==> src/rtl/ncap_pkg.sv <==
// Shared NCAP definitions: interrupt type codes, delivery FSM encoding and
// default MSI vectors.
package ncap_pkg;
  typedef enum logic [1:0] {
    ST_IDLE = 2'd0,
    ST_REQ  = 2'd1,
    ST_GAP  = 2'd2
  } state_t;

  localparam logic INTR_HIGH = 1'b1;
  localparam logic INTR_LOW  = 1'b0;

  localparam int DEF_VEC_HIGH = 0;
  localparam int DEF_VEC_LOW  = 1;
endpackage

==> src/rtl/ncap_sat_counter.sv <==
// Width-parameterized saturating event counter; sticks at all-ones.
module ncap_sat_counter #(
  parameter int W = 16
) (
  input  logic         clk,
  input  logic         rst_n,
  input  logic         inc,
  output logic [W-1:0] cnt
);
  always_ff @(posedge clk) begin
    if (!rst_n)                cnt <= '0;
    else if (inc && cnt != '1) cnt <= cnt + 1'b1;
  end
endmodule

==> src/rtl/ncap_irq_ctrl.sv <==
// Captures NCAP interrupt pulses into a one-deep slot and delivers them as
// MSI requests with a programmable post-delivery gap.
module ncap_irq_ctrl
  import ncap_pkg::*;
#(
  parameter int VEC_W    = 5,
  parameter int VEC_HIGH = DEF_VEC_HIGH,
  parameter int VEC_LOW  = DEF_VEC_LOW,
  parameter int CNT_W    = 16
) (
  input  logic             clk,
  input  logic             rst_n,
  input  logic             ncap_interrupt,
  input  logic             ncap_interrupt_type,
  input  logic             irq_enable,
  input  logic [31:0]      min_gap,
  input  logic             cause_rd,
  output logic             msi_req,
  output logic [VEC_W-1:0] msi_vector,
  input  logic             msi_ack,
  input  logic             msi_fail,
  output logic [1:0]       cause,
  output logic [CNT_W-1:0] sent_high,
  output logic [CNT_W-1:0] sent_low,
  output logic [CNT_W-1:0] coalesced
);
  localparam logic [VEC_W-1:0] V_HI = VEC_W'(VEC_HIGH);
  localparam logic [VEC_W-1:0] V_LO = VEC_W'(VEC_LOW);

  state_t      state, state_nxt;
  logic        pend_v, pend_t, fl_t;
  logic [31:0] gap_cnt;
  logic        launch, ack_take, fail_take;
  logic [1:0]  cause_set;
  logic        inc_high, inc_low, inc_coal;

  always_ff @(posedge clk) begin
    if (!rst_n) state <= ST_IDLE;
    else        state <= state_nxt;
  end

  always_comb begin
    state_nxt = state;
    launch    = 1'b0;
    ack_take  = 1'b0;
    fail_take = 1'b0;
    case (state)
      ST_IDLE: if (pend_v && irq_enable) begin
        launch    = 1'b1;
        state_nxt = ST_REQ;
      end
      ST_REQ: if (msi_ack) begin
        ack_take  = 1'b1;
        state_nxt = ST_GAP;
      end else if (msi_fail) begin
        fail_take = 1'b1;
        state_nxt = ST_GAP;
      end
      ST_GAP: if (gap_cnt == 32'd0) state_nxt = ST_IDLE;
      default: state_nxt = ST_IDLE;
    endcase
  end

  assign cause_set = ack_take ? ((fl_t == INTR_HIGH) ? 2'b10 : 2'b01) : 2'b00;
  assign inc_high  = ack_take && (fl_t == INTR_HIGH);
  assign inc_low   = ack_take && (fl_t == INTR_LOW);
  // One count per cycle in which any event is lost: an overwritten slot, or a
  // failed in-flight request that cannot return to the slot.
  assign inc_coal  = (ncap_interrupt && pend_v && !launch) ||
                     (fail_take && (pend_v || ncap_interrupt));

  always_ff @(posedge clk) begin
    if (!rst_n) begin
      pend_v     <= 1'b0;
      pend_t     <= 1'b0;
      fl_t       <= 1'b0;
      gap_cnt    <= '0;
      msi_req    <= 1'b0;
      msi_vector <= '0;
      cause      <= '0;
    end else begin
      cause <= (cause & ~{2{cause_rd}}) | cause_set;
      if (launch) begin
        fl_t       <= pend_t;
        pend_v     <= 1'b0;
        msi_req    <= 1'b1;
        msi_vector <= (pend_t == INTR_HIGH) ? V_HI : V_LO;
      end
      if (ack_take || fail_take) begin
        msi_req <= 1'b0;
        gap_cnt <= min_gap;
      end else if (state == ST_GAP && gap_cnt != 32'd0) begin
        gap_cnt <= gap_cnt - 32'd1;
      end
      if (fail_take && !pend_v) begin
        pend_v <= 1'b1;
        pend_t <= fl_t;
      end
      // A fresh pulse always lands in the slot, overriding clear or restore.
      if (ncap_interrupt) begin
        pend_v <= 1'b1;
        pend_t <= ncap_interrupt_type;
      end
    end
  end

  ncap_sat_counter #(.W(CNT_W)) u_cnt_high (.clk(clk), .rst_n(rst_n), .inc(inc_high), .cnt(sent_high));
  ncap_sat_counter #(.W(CNT_W)) u_cnt_low  (.clk(clk), .rst_n(rst_n), .inc(inc_low),  .cnt(sent_low));
  ncap_sat_counter #(.W(CNT_W)) u_cnt_coal (.clk(clk), .rst_n(rst_n), .inc(inc_coal), .cnt(coalesced));
endmodule

==> config.mk <==
export PLATFORM = sky130hd
export DESIGN_NAME = ncap_irq_ctrl
export DESIGN_NICKNAME = d
export VERILOG_FILES = /design/src/rtl/ncap_pkg.sv /design/src/rtl/ncap_sat_counter.sv /design/src/rtl/ncap_irq_ctrl.sv
export SDC_FILE = /design/constraint.sdc
export NUM_CORES = 1
export LEC_CHECK = 0
export BUFFER_PORTS_ARGS = -buffer_cell sky130_fd_sc_hd__buf_4
export CORE_ASPECT_RATIO = 0.5
export CORE_MARGIN = 4
export CORE_UTILIZATION = 25
export CTS_BUF_LIST = sky130_fd_sc_hd__clkbuf_16
export CTS_CLUSTER_SIZE = 40
export DETAILED_ROUTE_END_ITERATION = 16
export GPL_TIMING_DRIVEN = 0
export PLACE_DENSITY = 0.55
export REMOVE_ABC_BUFFERS = 1
export SLEW_MARGIN = 0
export SYNTH_ARGS = -nofsm -noshare
export SYNTH_HDL_FRONTEND = slang
export SYNTH_HIERARCHICAL = 1
export SYNTH_SLANG_ARGS = --single-unit
==> constraint.sdc <==
create_clock -name clk -period 2.65 [get_ports clk]
set_input_delay 0.3975 -clock clk [delete_from_list [all_inputs] [get_ports clk]]
set_output_delay 0.3975 -clock clk [all_outputs]
set_load 0.005 [all_outputs]
# Word level (Yosys, flattened, before mapping)
# Index checks and enable logic that the tools add are counted.
# totals
reg_bits	93
output_inout_bits	56
# classes
add_sub_neg	4
eq_ne	8
n_mux	22
bitwise_logic	5
n_reduce_logical	24
# op_table
operator	n
$mux W32	2
$add A16 B1 Y16 const B	3
$ne A16 B16 Y1 const B	3
$logic_not A32 Y1	1
$reduce_bool A32 Y1	1
$sub A32 B1 Y32 const B	1
$mux W1	13
$mux W2	6
$logic_and A1 B1 Y1	11
$pmux W2 S3	1
$ne A2 B2 Y1 const B	2
$reduce_bool A2 Y1	2
$logic_or A1 B1 Y1	3
$ne A3 B3 Y1 const B	1
$reduce_and A3 Y1	1
$reduce_bool A3 Y1	1
$and A2 B2 Y2	1
$eq A2 B1 Y1 const B	1
$eq A2 B2 Y1 const B	1
$logic_not A1 Y1	2
$logic_not A2 Y1	1
$not A1 Y1	2
$not A2 Y2	1
$or A2 B2 Y2	1
$reduce_or A2 Y1	1

# Depth between registers and ports, before layout
# Gate-level depths: netlist of the first run.
# logic_depth
depth_word	7
ltp_mapped	9
depth_no_buf	8

# Modules after synthesis
# Netlist of the first run, hierarchy kept.
# by_module_without_submodules
mod	instances	cells_per_inst	area_each_um2	seq_area_each_um2
ncap_sat_counter	3	97	837.1	320.3
ncap_irq_ctrl	1	291	2318.5	820.8

# Least setup slack after synthesis of the first run
# No wires, ideal clock.
# synth_path
kind	reg2reg
startpoint	reg gap_cnt[4]
endpoint	reg gap_cnt[21]
arrival_time_ns	2.373
path_slack_ns	0.134
path_stages_with_launch	7
n_path_buf	1
synth_period_minus_slack_ns	2.516
cell_sequence	dfxtp_1 -> or4_4 -> or4b_1 -> buf_2 -> o31a_1 -> o21ai_0 -> o22ai_1
# synth_via
elab_chain_len	3
elab_cells_between_ends	6
classes_between	add/sub: 1; mux: 2; reduce/logical: 3
# synth_rtl
element	line	source
start: declaration	ncap_irq_ctrl.sv:32	logic [31:0] gap_cnt;
start signal: assignment	ncap_irq_ctrl.sv:91	gap_cnt <= min_gap;
start signal: assignment	ncap_irq_ctrl.sv:93	gap_cnt <= gap_cnt - 32'd1;
$sub A32 B1 Y32 or $reduce_bool A32 Y1 (tied branches)	ncap_irq_ctrl.sv:93, ncap_irq_ctrl.sv:92	
$mux W32 or $logic_and A1 B1 Y1 (tied branches)	ncap_irq_ctrl.sv:92	end else if (state == ST_GAP && gap_cnt != 32'd0) begin
$mux W32 or $reduce_bool A2 Y1 (tied branches)	-	
# Several ways; a longest one is shown, not always the timed one. The select of a mux whose other input is x is not followed.
# A chain may end at the register's enable or synchronous reset.

# Final worst setup path of the first run
# layout_path
startpoint	reg gap_cnt[4]
endpoint	reg gap_cnt[14]
# The elaborated chain is that of the path after synthesis.

==> flow_metrics.py, run 1 <==
metrics = {
    "pwr": {
        "peakVddDrop_uv": 264.7,
        "p_clk_share_pct": 37.6,
        "combPwrFrac_pct": 18.8,
        "intPower_w": 0.002340,
        "switching_share_pct": 28.60,
        "power.switching_w": 0.0009374,
        "seq_power_share_pct": 43.5,
        "p_leak_nw": 2.221,
        "powerDensity_nw_per_um2": 530.6,
    },
    "timing": {
        "hold_viol_final": 0,
        "max_slew_margin_pct": 15.94,
        "fin_crit_sh_pct": 96.46,
        "fin_skew_ns": 0.01206,
        "setup_viol": 0,
        "setup_slack_ns": 0.09388,
        "worst_pin_slew_ns": 1.250,
        "drv_slew": 0,
        "min_period_ns": 2.556,
        "fmax_mhz": 391.2,
        "rsz0062_at_grt": "no",
    },
    "setup_path": {
        "worstPathMaxFanout": 7,
        "required_ns": 2.92,
        "start_kind": "register",
        "critPathArrivalTime_ns": 2.82,
        "critPathKind": "reg -> reg",
        "cp-end-kind": "register",
    },
    "route": {
        "wl_met3_um": 438,
        "drt_iter0_markers": 346,
        "drc": 0,
        "highest_layer": "met4",
        "wl_met1_um": 7052,
        "ant_nets": 0,
        "drtPass1Iterations": 4,
        "route.met2.wl_um": 6188,
        "vias": 4797,
        "drt-total-wl_um": 13830,
        "wl_per_cell_um": 14.80,
        "avgViaCountPerCell": 5.136,
    },
    "floorplanning": {
        "floorplan.initialDensity_pct": 25.83,
        "rows": 35,
        "dieArea_sq_um": 21740,
        "fp.dieW_um": 204.6,
        "die_h_um": 106.3,
        "ios": 96,
        "core_sq_um": 18700,
    },
    "status": {
        "status": "completed",
    },
    "logic_synthesis": {
        "ys_types": 55,
        "async_flop_share_pct": 0,
        "synth_largest_area_cell": "dfxtp_1",
        "netlist_area_sq_um": 4830,
        "ys_warn_count": 6,
        "syn_inst": 582,
        "ys_seq_area_share_pct": 36.89,
        "synth_area_per_cell_sq_um": 8.298,
        "ys_ff_latch": 89,
        "synth_ff_type": "dfxtp_1",
        "synth.area.top_cells": "dfxtp_1 (37%), o21ai_0 (4.7%), or4_1 (3.9%)",
        "synth_edf_count": 0,
        "synth_top_area_share_pct": 36.89,
    },
    "clocking": {
        "cts_buffers": 9,
        "cts_root_buffer": "clkbuf_16",
        "clock_path_buffers": 2,
        "worstSkewPairLatency_ns": 0.34,
        "cts_htree_levels": 3,
        "clk_pin_slew_ns": 0.06,
        "cts.sinks": 89,
        "tritoncts": "done",
    },
    "finish": {
        "layout-drive-gt1-share_pct": 21.04,
        "design_area_sq_um": 6177,
        "nets": 716,
        "fillers": 1959,
        "num_antenna_cells": 0,
        "area_growth_pct": 27.90,
    },
    "place": {
        "routabilityCongestion": 0.7821,
        "dp_hpwl_um": 9520,
        "postPlaceCellArea_sq_um": 5766,
        "portBuffers": 91,
        "dpl_worst_slack_ns": -0.3691,
    },
    "run": {
        "cap_violations": 0,
    },
    "global_route": {
        "grt_pass1_wl_um": 22730,
        "grt-ovfl-total": 0,
        "antenna_found_initial": 0,
        "grt_pass1_vias": 4373,
        "grt_usage_pct": 12.57,
        "grt_max_degree": 60,
    },
    "min_path": {
        "holdCritPathClass": "in -> reg",
    },
}
[power by group through the flow]
| stage | registers (W) | logic, W | clock network [W] |
|---|---|---|---|
| 5_1_grt | 0.00143 | 0.000687 | 0.00133 |
| 4_1_cts | 0.00143 | 0.000563 | 0.00127 |
| 3_5_place_dp | 0.00145 | 0.000530 | 0 |
| 2_1_floorplan | 0.00144 | 0.000353 | 0 |
| 3_3_place_gp | 0.00145 | 0.000520 | 0 |
| 6_report | 0.00143 | 0.000618 | 0.00123 |
[registers in the layout (all words and copies together) (netlist names)]
signal	count
cause	2
pend_v	1
pend_t	1
msi_req	1
gap_cnt	32
u_cnt_low/cnt	16
fl_t	1
u_cnt_coal/cnt	16
state	2
msi_vector	1
u_cnt_high/cnt	16
[synth_stat cells, types with 13 or more instances]
master and instances:
a31oi_1 13, inv_1 16, nand2_1 44, dfxtp_1 89, or4_1 25, nor3_1 20
nor4_1 21, nand3_1 28, nor2_1 33, a21oi_1 36, clkbuf_1 17, or3_1 21
o31ai_1 21, o21ai_0 45
[critical path, stage by stage, from the launching register on]
cell     delay (ns)
dfxtp_1        0.35
or4_4          0.59
or4b_4         0.58
or4_1          0.50
or3_1          0.32
a31oi_1        0.15
[final cells by class]
| class | instances | area, sq um | area share, % |
|---|---|---|---|
| multi-input cells | 454 | 2950 | 47.76 |
| flip-flops and latches | 89 | 1782 | 28.84 |
| repair buffers | 102 | 785.8 | 12.72 |
| well taps | 259 | 324.1 | 5.246 |
| clock buffers | 9 | 225.2 | 3.646 |
| inverters | 16 | 60.06 | 0.9723 |
| clock inverters | 5 | 50.05 | 0.8102 |
[path summary, 6_finish.rpt]
check,startpoint,end,slack (ns),depth (start not counted)
worst min register to register,pend_t$_SDFFE_PN0P_,msi_vector[0]$_SDFFE_PN0P_,0.47,1
worst max-delay path,gap_cnt[4]$_SDFFE_PN0P_,gap_cnt[14]$_SDFFE_PN0P_,0.09,5
worst min-delay path,ncap_interrupt,pend_v$_SDFFE_PN0P_,0.32,2
worst max register to register,gap_cnt[4]$_SDFFE_PN0P_,gap_cnt[14]$_SDFFE_PN0P_,0.09,5
[timing repair]
action | CTS | global route
cloned | 1 | 0
resized for setup | 6 | 6
pin swaps | 1 | 2
buffers inserted | 3 | 5
hold buffers | 0 | 0
endpoints found under the setup margin | 23 | 24
[per-layer routing]
layer	up-vias	GRT usage (%)
li1	2432	-
met1	2282	18.01
met2	70	19.09
met3	13	2.713
met4	0	3.344
met5	-	0
[cell families after synthesis]
group,count (synthesis),synth area share (%)
and+or+nand+nor,261,32.28
adders and majority gates,4,1.036
xor gates and xnor gates,7,1.269
AOI/OAI and AO/OA,165,21.99
buffers and inverters,43,3.964
muxes,12,2.487
DFF,89,36.89
other,1,0.07765
[per-stage QoR]
stage	utilization, %	instances	power, W	hold WS, ns	TNS [ns]
global route	33.03	934	0.003449	0.3180	0
global placement	30.57	908	0.001973	0.4559	-31.65
CTS	32.65	928	0.003261	0.3049	0
finish	33.03	934	0.003278	0.3218	0
floorplan	-	558	0.001795	0.4265	0
detailed placement	30.83	910	0.001984	0.4550	-6.106
[layout by cell type (no fill, tap or decap), types with 7 or more instances in the layout]
cell / synthesis / final
buf_4: 7 / 100
dfxtp_1: 89 / 89
nand2_1: 44 / 44
o21ai_0: 45 / 44
a21oi_1: 36 / 36
nor2_1: 33 / 32
nand3_1: 28 / 28
or4_1: 25 / 24
nor4_1: 21 / 21
or3_1: 21 / 20
o31ai_1: 21 / 20
nor3_1: 20 / 18
inv_1: 16 / 17
a31oi_1: 13 / 13
mux2i_1: 12 / 12
nand4_1: 10 / 10
nand2b_1: 9 / 9
clkbuf_16: 0 / 9
and4_1: 9 / 9
nor2b_1: 8 / 7
o31a_1: 7 / 7
No activity file was read; power rests on OpenSTA's default activity.
==> run 2, diff against run 1 <==
--- a/config.mk
+++ b/config.mk
@@ -6,6 +6,9 @@
 export NUM_CORES = 1
 export LEC_CHECK = 0
 export BUFFER_PORTS_ARGS = -buffer_cell sky130_fd_sc_hd__buf_4
+export CAP_MARGIN = 20
+export CELL_PAD_IN_SITES_DETAIL_PLACEMENT = 0
+export CELL_PAD_IN_SITES_GLOBAL_PLACEMENT = 1
 export CORE_ASPECT_RATIO = 0.5
 export CORE_MARGIN = 4
 export CORE_UTILIZATION = 25
@@ -13,7 +16,7 @@
 export CTS_CLUSTER_SIZE = 40
 export DETAILED_ROUTE_END_ITERATION = 16
 export GPL_TIMING_DRIVEN = 0
-export PLACE_DENSITY = 0.55
+export PLACE_DENSITY = 0.66
 export REMOVE_ABC_BUFFERS = 1
 export SLEW_MARGIN = 0
 export SYNTH_ARGS = -nofsm -noshare
==> run 2 against run 1 <==
First-iteration DRC count shrank 16%. Wire length rose by 2.3%. Flip-flop and latch count unchanged. Clock-buffer cell count stayed put. Clock power up 11%. Critical endpoint is now gap_cnt[24]$_SDFFE_PN0P_. Global-route usage increased by 0.43 points.
==> flow_metrics.py, run 2 (synthesis gave the netlist of run 1 again) <==
metrics = {
    "status": {
        "status": "completed",
    },
    "pwr": {
        "intPower_w": 0.002431,
        "power.switching_w": 0.0009514,
        "combPwrFrac_pct": 17.6,
        "peakVddDrop_uv": 242.4,
        "p_leak_nw": 2.254,
        "seq_power_share_pct": 42.2,
        "switching_share_pct": 28.13,
        "p_clk_share_pct": 40.2,
        "powerDensity_nw_per_um2": 543.9,
    },
    "global_route": {
        "grt-ovfl-total": 0,
        "grt_pass1_vias": 4395,
        "grt_usage_pct": 13.00,
        "grt_max_degree": 60,
        "grt_pass1_wl_um": 23270,
        "antenna_found_initial": 0,
    },
    "setup_path": {
        "worstPathMaxFanout": 5,
        "rr_worst_depth": 7,
        "crit_chain": "inv_1 > ha_1 > or3b_2 > or4_1 > nor3_1 > mux2i_1 > a21oi_1",
        "critPathKind": "reg -> reg",
        "cp-end-kind": "register",
        "critPathArrivalTime_ns": 2.76,
        "start_kind": "register",
        "required_ns": 2.86,
        "critPathSlowestCell": "or4_1",
        "max_stage_delay_ns": 0.54,
    },
    "clocking": {
        "cts-hold-fix-buffers": 0,
        "worstSkewPairLatency_ns": 0.34,
        "cts_buffers": 9,
        "cts.sinks": 89,
        "clock_path_buffers": 2,
        "cts_root_buffer": "clkbuf_16",
        "cts_htree_levels": 3,
        "clk_pin_slew_ns": 0.07,
        "tritoncts": "done",
    },
    "place": {
        "dp_hpwl_um": 9880,
        "portBuffers": 91,
        "routabilityCongestion": 0.7921,
        "place_inst": 913,
    },
    "finish": {
        "layout-drive-gt1-share_pct": 21.09,
        "nets": 717,
        "area_growth_pct": 28.76,
        "layout_commonest_cell": "buf_4",
        "final_cells": 937,
        "fin_util_pct": 33.26,
        "final_cell_mix": "buf_4 (100), dfxtp_1 (88), nand2_1 (44), o21ai_0 (44), a21oi_1 (36)",
        "largest_reg_flops": 32,
        "num_antenna_cells": 0,
        "top_register": "gap_cnt",
    },
    "floorplanning": {
        "dieArea_sq_um": 21740,
        "die_h_um": 106.3,
        "floorplan.initialDensity_pct": 25.83,
        "core_sq_um": 18700,
        "rows": 35,
        "ios": 96,
        "fp.dieW_um": 204.6,
    },
    "timing": {
        "worst_hold_slack_ns": 0.3039,
        "hold_viol_final": 0,
        "setup_viol": 0,
        "fmax_mhz": 392.4,
        "worst_pin_slew_ns": 0.7672,
        "min_period_ns": 2.549,
        "max_slew_margin_pct": 48.43,
        "rsz0062_at_grt": "no",
        "fin_crit_sh_pct": 96.18,
        "fin_skew_ns": 0.006282,
        "drv_slew": 0,
    },
    "route": {
        "wl_per_cell_um": 15.09,
        "drt-total-wl_um": 14140,
        "drt_iter0_markers": 291,
        "ant_nets": 0,
        "drc": 0,
        "avgViaCountPerCell": 5.057,
        "vias": 4738,
        "drtPass1Iterations": 4,
    },
    "run": {
        "cap_violations": 0,
    },
    "min_path": {
        "hold_path_depth": 2,
        "holdCritPathClass": "in -> reg",
    },
}
==> run 2: final cells by class <==
class                      count  area [sq um]
fill                        1958         12480
multi-input combinational    454          2937
sequential                    89          1783
timing repair buffer         103         803.3
tap                          259         324.1
clock buffer                   9         225.2
clock inverter                 7         86.33
inverter                      16         60.06
==> run 2: stage by stage <==
step           power, W  setup WS [ns]  TNS [ns]  cell area [sq um]
2_1_floorplan  0.001795        0.02158         0               4710
3_3_place_gp   0.001979         -1.373    -35.74               5717
3_5_place_dp   0.001995        -0.4124    -6.489               5801
4_1_cts        0.003416      0.0002460         0               6186
5_1_grt        0.003568       0.008514         0               6218
6_report       0.003382         0.1014         0               6218
==> run 2: repair_timing <==
action,in CTS,in global routing
gates cloned,1,0
endpoints found under the setup margin,20,15
setup buffers,5,1
resized for setup,5,5
pin swaps,2,1
==> run 2: worst max-delay path, delay by kind of cell (launching register included) <==
kind / cells / cell delay (ns)
flops: 1 / 0.34
fa+ha+maj: 1 / 0.15
simple gates: 3 / 1.47
mux: 1 / 0.30
compound gates: 1 / 0.09
buf+inv: 1 / 0.07
==> run 2: per-layer routing <==
metal	global-route usage, %	vias to the layer above	wire (um)	part of all wire, %
li1	-	2436	-	-
met1	18.27	2221	7050	50
met4	2.771	0	104	0.74
met3	3.261	8	471	3.3
met2	20.20	73	6515	46
met5	0	-	0	0
==> run 2: power groups by stage <==
| stage | Sequential [W] | Combinational, W | Clock, W |
|---|---|---|---|
| 2_1_floorplan | 0.00144 | 0.000353 | 0 |
| 3_3_place_gp | 0.00145 | 0.000525 | 0 |
| 6_report | 0.00143 | 0.000595 | 0.00136 |
| 4_1_cts | 0.00143 | 0.000574 | 0.00142 |
| 5_1_grt | 0.00143 | 0.000659 | 0.00147 |
| 3_5_place_dp | 0.00146 | 0.000540 | 0 |
==> run 2: path summary, 6_finish.rpt <==
check	start	end	slack [ns]
hold reg to reg	pend_t$_SDFFE_PN0P_	msi_vector[0]$_SDFFE_PN0P_	0.47
setup / recovery	gap_cnt[0]$_SDFFE_PN0P_	gap_cnt[24]$_SDFFE_PN0P_	0.10
hold / removal	ncap_interrupt	pend_v$_SDFFE_PN0P_	0.30
setup reg to reg	gap_cnt[0]$_SDFFE_PN0P_	gap_cnt[24]$_SDFFE_PN0P_	0.10
==> run 3, diff against run 2 <==
--- a/config.mk
+++ b/config.mk
@@ -11,12 +11,12 @@
 export CELL_PAD_IN_SITES_GLOBAL_PLACEMENT = 1
 export CORE_ASPECT_RATIO = 0.5
 export CORE_MARGIN = 4
-export CORE_UTILIZATION = 25
+export CORE_UTILIZATION = 37
 export CTS_BUF_LIST = sky130_fd_sc_hd__clkbuf_16
 export CTS_CLUSTER_SIZE = 40
 export DETAILED_ROUTE_END_ITERATION = 16
 export GPL_TIMING_DRIVEN = 0
-export PLACE_DENSITY = 0.66
+export PLACE_DENSITY_LB_ADDON = 0.1
 export REMOVE_ABC_BUFFERS = 1
 export SLEW_MARGIN = 0
 export SYNTH_ARGS = -nofsm -noshare
==> run 3 against run 2 <==
Maximum frequency shrank 0.79%. Global-route usage rose by 4.3 points. Core utilization rose by 15 points. Power is 0.65% lower. Sequential share of layout area up 0.56 points. Design area shrank 2.0%. Combinational power is 3% lower. Clock-buffer cell count did not move. Non-clock buffer count decreased by 2. Worst setup slack worse by 0.020 ns. First-iteration DRC count down 5.8%. Flip-flop and latch count did not move. Highest routed layer unchanged.
==> flow_metrics.py, run 3 (synthesis gave the netlist of run 1 again) <==
metrics = {
    "finish": {
        "multi_input_area_sq_um": 2945,
        "layout-drive-gt1-share_pct": 21.01,
        "layout_commonest_cell": "buf_4",
        "area_growth_pct": 26.19,
        "design_area_sq_um": 6095,
        "final_cell_mix": "buf_4 (98), dfxtp_1 (89), nand2_1 (44), o21ai_0 (44), a21oi_1 (36)",
        "nets": 715,
        "ff_latch_area_sq_um": 1782,
        "fillers": 1270,
        "num_antenna_cells": 0,
        "largest_reg_flops": 32,
        "top_register": "gap_cnt",
    },
    "setup_path": {
        "timing.rr.end": "gap_cnt[14]$_SDFFE_PN0P_",
        "regToRegSetupSlack_ns": 0.08,
        "start_kind": "register",
        "critPathSlowestCell": "or4_4",
        "r2r_start": "gap_cnt[4]$_SDFFE_PN0P_",
        "max_stage_delay_ns": 0.58,
        "rr_worst_depth": 5,
        "crit_chain": "or4_4 > or4b_4 > or4_1 > or3_1 > a31oi_1",
        "cp-end-kind": "register",
        "worstPathMaxFanout": 7,
        "required_ns": 2.91,
        "critPathKind": "reg -> reg",
        "path_delay_family": "simple AND/OR/NAND/NOR gates",
        "path_buf_inv": 0,
        "critPathArrivalTime_ns": 2.83,
    },
    "place": {
        "portBuffers": 91,
        "dpl_worst_slack_ns": -0.4358,
        "postPlaceCellArea_sq_um": 5684,
        "routabilityCongestion": 0.7599,
        "dp_hpwl_um": 8873,
    },
    "global_route": {
        "grt_max_degree": 60,
        "grt_pass1_vias": 4283,
        "antenna_found_initial": 0,
        "grt_pass1_wl_um": 21490,
        "grt_usage_pct": 17.26,
        "grt-ovfl-total": 0,
    },
    "timing": {
        "hold_viol_final": 0,
        "drv_slew": 0,
        "worst_pin_slew_ns": 0.9013,
        "min_period_ns": 2.569,
        "setup_viol": 0,
        "setup_slack_ns": 0.08106,
        "rsz0062_at_grt": "no",
        "worst_hold_slack_ns": 0.3070,
        "fin_skew_ns": 0.008035,
        "fin_crit_sh_pct": 96.94,
        "fmax_mhz": 389.3,
        "max_slew_margin_pct": 39.42,
    },
    "clocking": {
        "cts.sinks": 89,
        "clock_path_buffers": 2,
        "worstSkewPairLatency_ns": 0.34,
        "tritoncts": "done",
        "cts_root_buffer": "clkbuf_16",
        "cts_buffers": 9,
        "clk_pin_slew_ns": 0.06,
        "cts_htree_levels": 3,
    },
    "route": {
        "drc": 0,
        "drt_iter0_markers": 274,
        "ant_nets": 0,
        "wl_per_cell_um": 15.25,
        "drt-total-wl_um": 12900,
        "vias": 4743,
        "avgViaCountPerCell": 5.606,
        "drtPass1Iterations": 5,
    },
    "floorplanning": {
        "core_sq_um": 12700,
        "ios": 96,
        "rows": 29,
        "dieArea_sq_um": 15060,
        "fp.dieW_um": 169.6,
        "die_h_um": 88.79,
        "floorplan.initialDensity_pct": 38.03,
    },
    "min_path": {
        "holdCritPathClass": "in -> reg",
        "hold_path_depth": 2,
        "hold_end": "pend_v$_SDFFE_PN0P_",
        "holdCritStartpoint": "ncap_interrupt",
    },
    "pwr": {
        "p_leak_nw": 2.244,
        "powerDensity_nw_per_um2": 551.4,
        "peakVddDrop_uv": 271.9,
    },
    "status": {
        "status": "completed",
    },
    "run": {
        "cap_violations": 0,
    },
}
[run 3: cell types whose count changed in the layout (fill, tap and decap cells not counted), sizes merged]
cell,previous run,this run
buf,103,100
clkbuf,9,10
[run 3: worst max-delay path by stage]
stage                                 start                              to  cells past startpoint
floorplan           gap_cnt[4]$_SDFFE_PN0P_        gap_cnt[23]$_SDFFE_PN0P_                      5
global placement                    msi_ack        gap_cnt[15]$_SDFFE_PN0P_                      4
detailed placement  gap_cnt[4]$_SDFFE_PN0P_        gap_cnt[31]$_SDFFE_PN0P_                      5
CTS                   state[1]$_SDFFE_PN0P_  u_cnt_coal/cnt[6]$_SDFFE_PN0P_                      8
global route        gap_cnt[4]$_SDFFE_PN0P_        gap_cnt[14]$_SDFFE_PN0P_                      5
finish              gap_cnt[4]$_SDFFE_PN0P_        gap_cnt[14]$_SDFFE_PN0P_                      5
[run 3: routing by layer]
| metal | track usage, % | wire, um | vias up |
|---|---|---|---|
| li1 | - | - | 2434 |
| met1 | 24.34 | 6458 | 2205 |
| met2 | 26.68 | 5697 | 91 |
| met3 | 4.150 | 620 | 13 |
| met4 | 4.456 | 121 | 0 |
| met5 | 0 | 0 | - |
[run 3: final cells by class]
class                      count  area share (%)
clock buffer                   9           3.695
tap                          170           3.490
sequential                    89           29.23
clock inverter                 7           1.417
multi-input combinational    454           48.33
timing repair buffer         101           12.85
inverter                      16          0.9854
[run 3: repair_timing]
item / 4_1_cts / 5_1_grt
endpoints found under the setup margin: 20 / 6
gates cloned: 1 / 0
buffers inserted: 4 / 0
hold buffers: 0 / 0
pin swaps: 2 / 0
gates resized for setup: 6 / 5
[run 3: metrics by stage]
| stage | TNS (ns) | instances | util, % | power [W] |
|---|---|---|---|---|
| 2_1_floorplan | 0 | 558 | - | 0.001795 |
| 6_report | 0 | 846 | 47.99 | 0.003360 |
| 4_1_cts | 0 | 845 | 47.74 | 0.003379 |
| 3_5_place_dp | -6.367 | 824 | 44.76 | 0.001976 |
| 5_1_grt | 0 | 846 | 47.99 | 0.003541 |
| 3_3_place_gp | -32.09 | 819 | 44.14 | 0.001971 |
[run 3: worst reg2reg max path, delay by kind of cell, from the launching register on]
family	cells	cell delay (ns)
and+or+nand+nor	4	1.98
AOI/OAI and AO/OA	1	0.15
DFF	1	0.35
[run 3: power by group]
group / switching (W) / leakage (nW) / internal (W)
logic: 0.000355 / 1.37 / 0.000223
clock network: 0.000539 / 0.158 / 0.000819
registers: 0.0000442 / 0.720 / 0.00138
total: 0.000938 / 2.24 / 0.00242
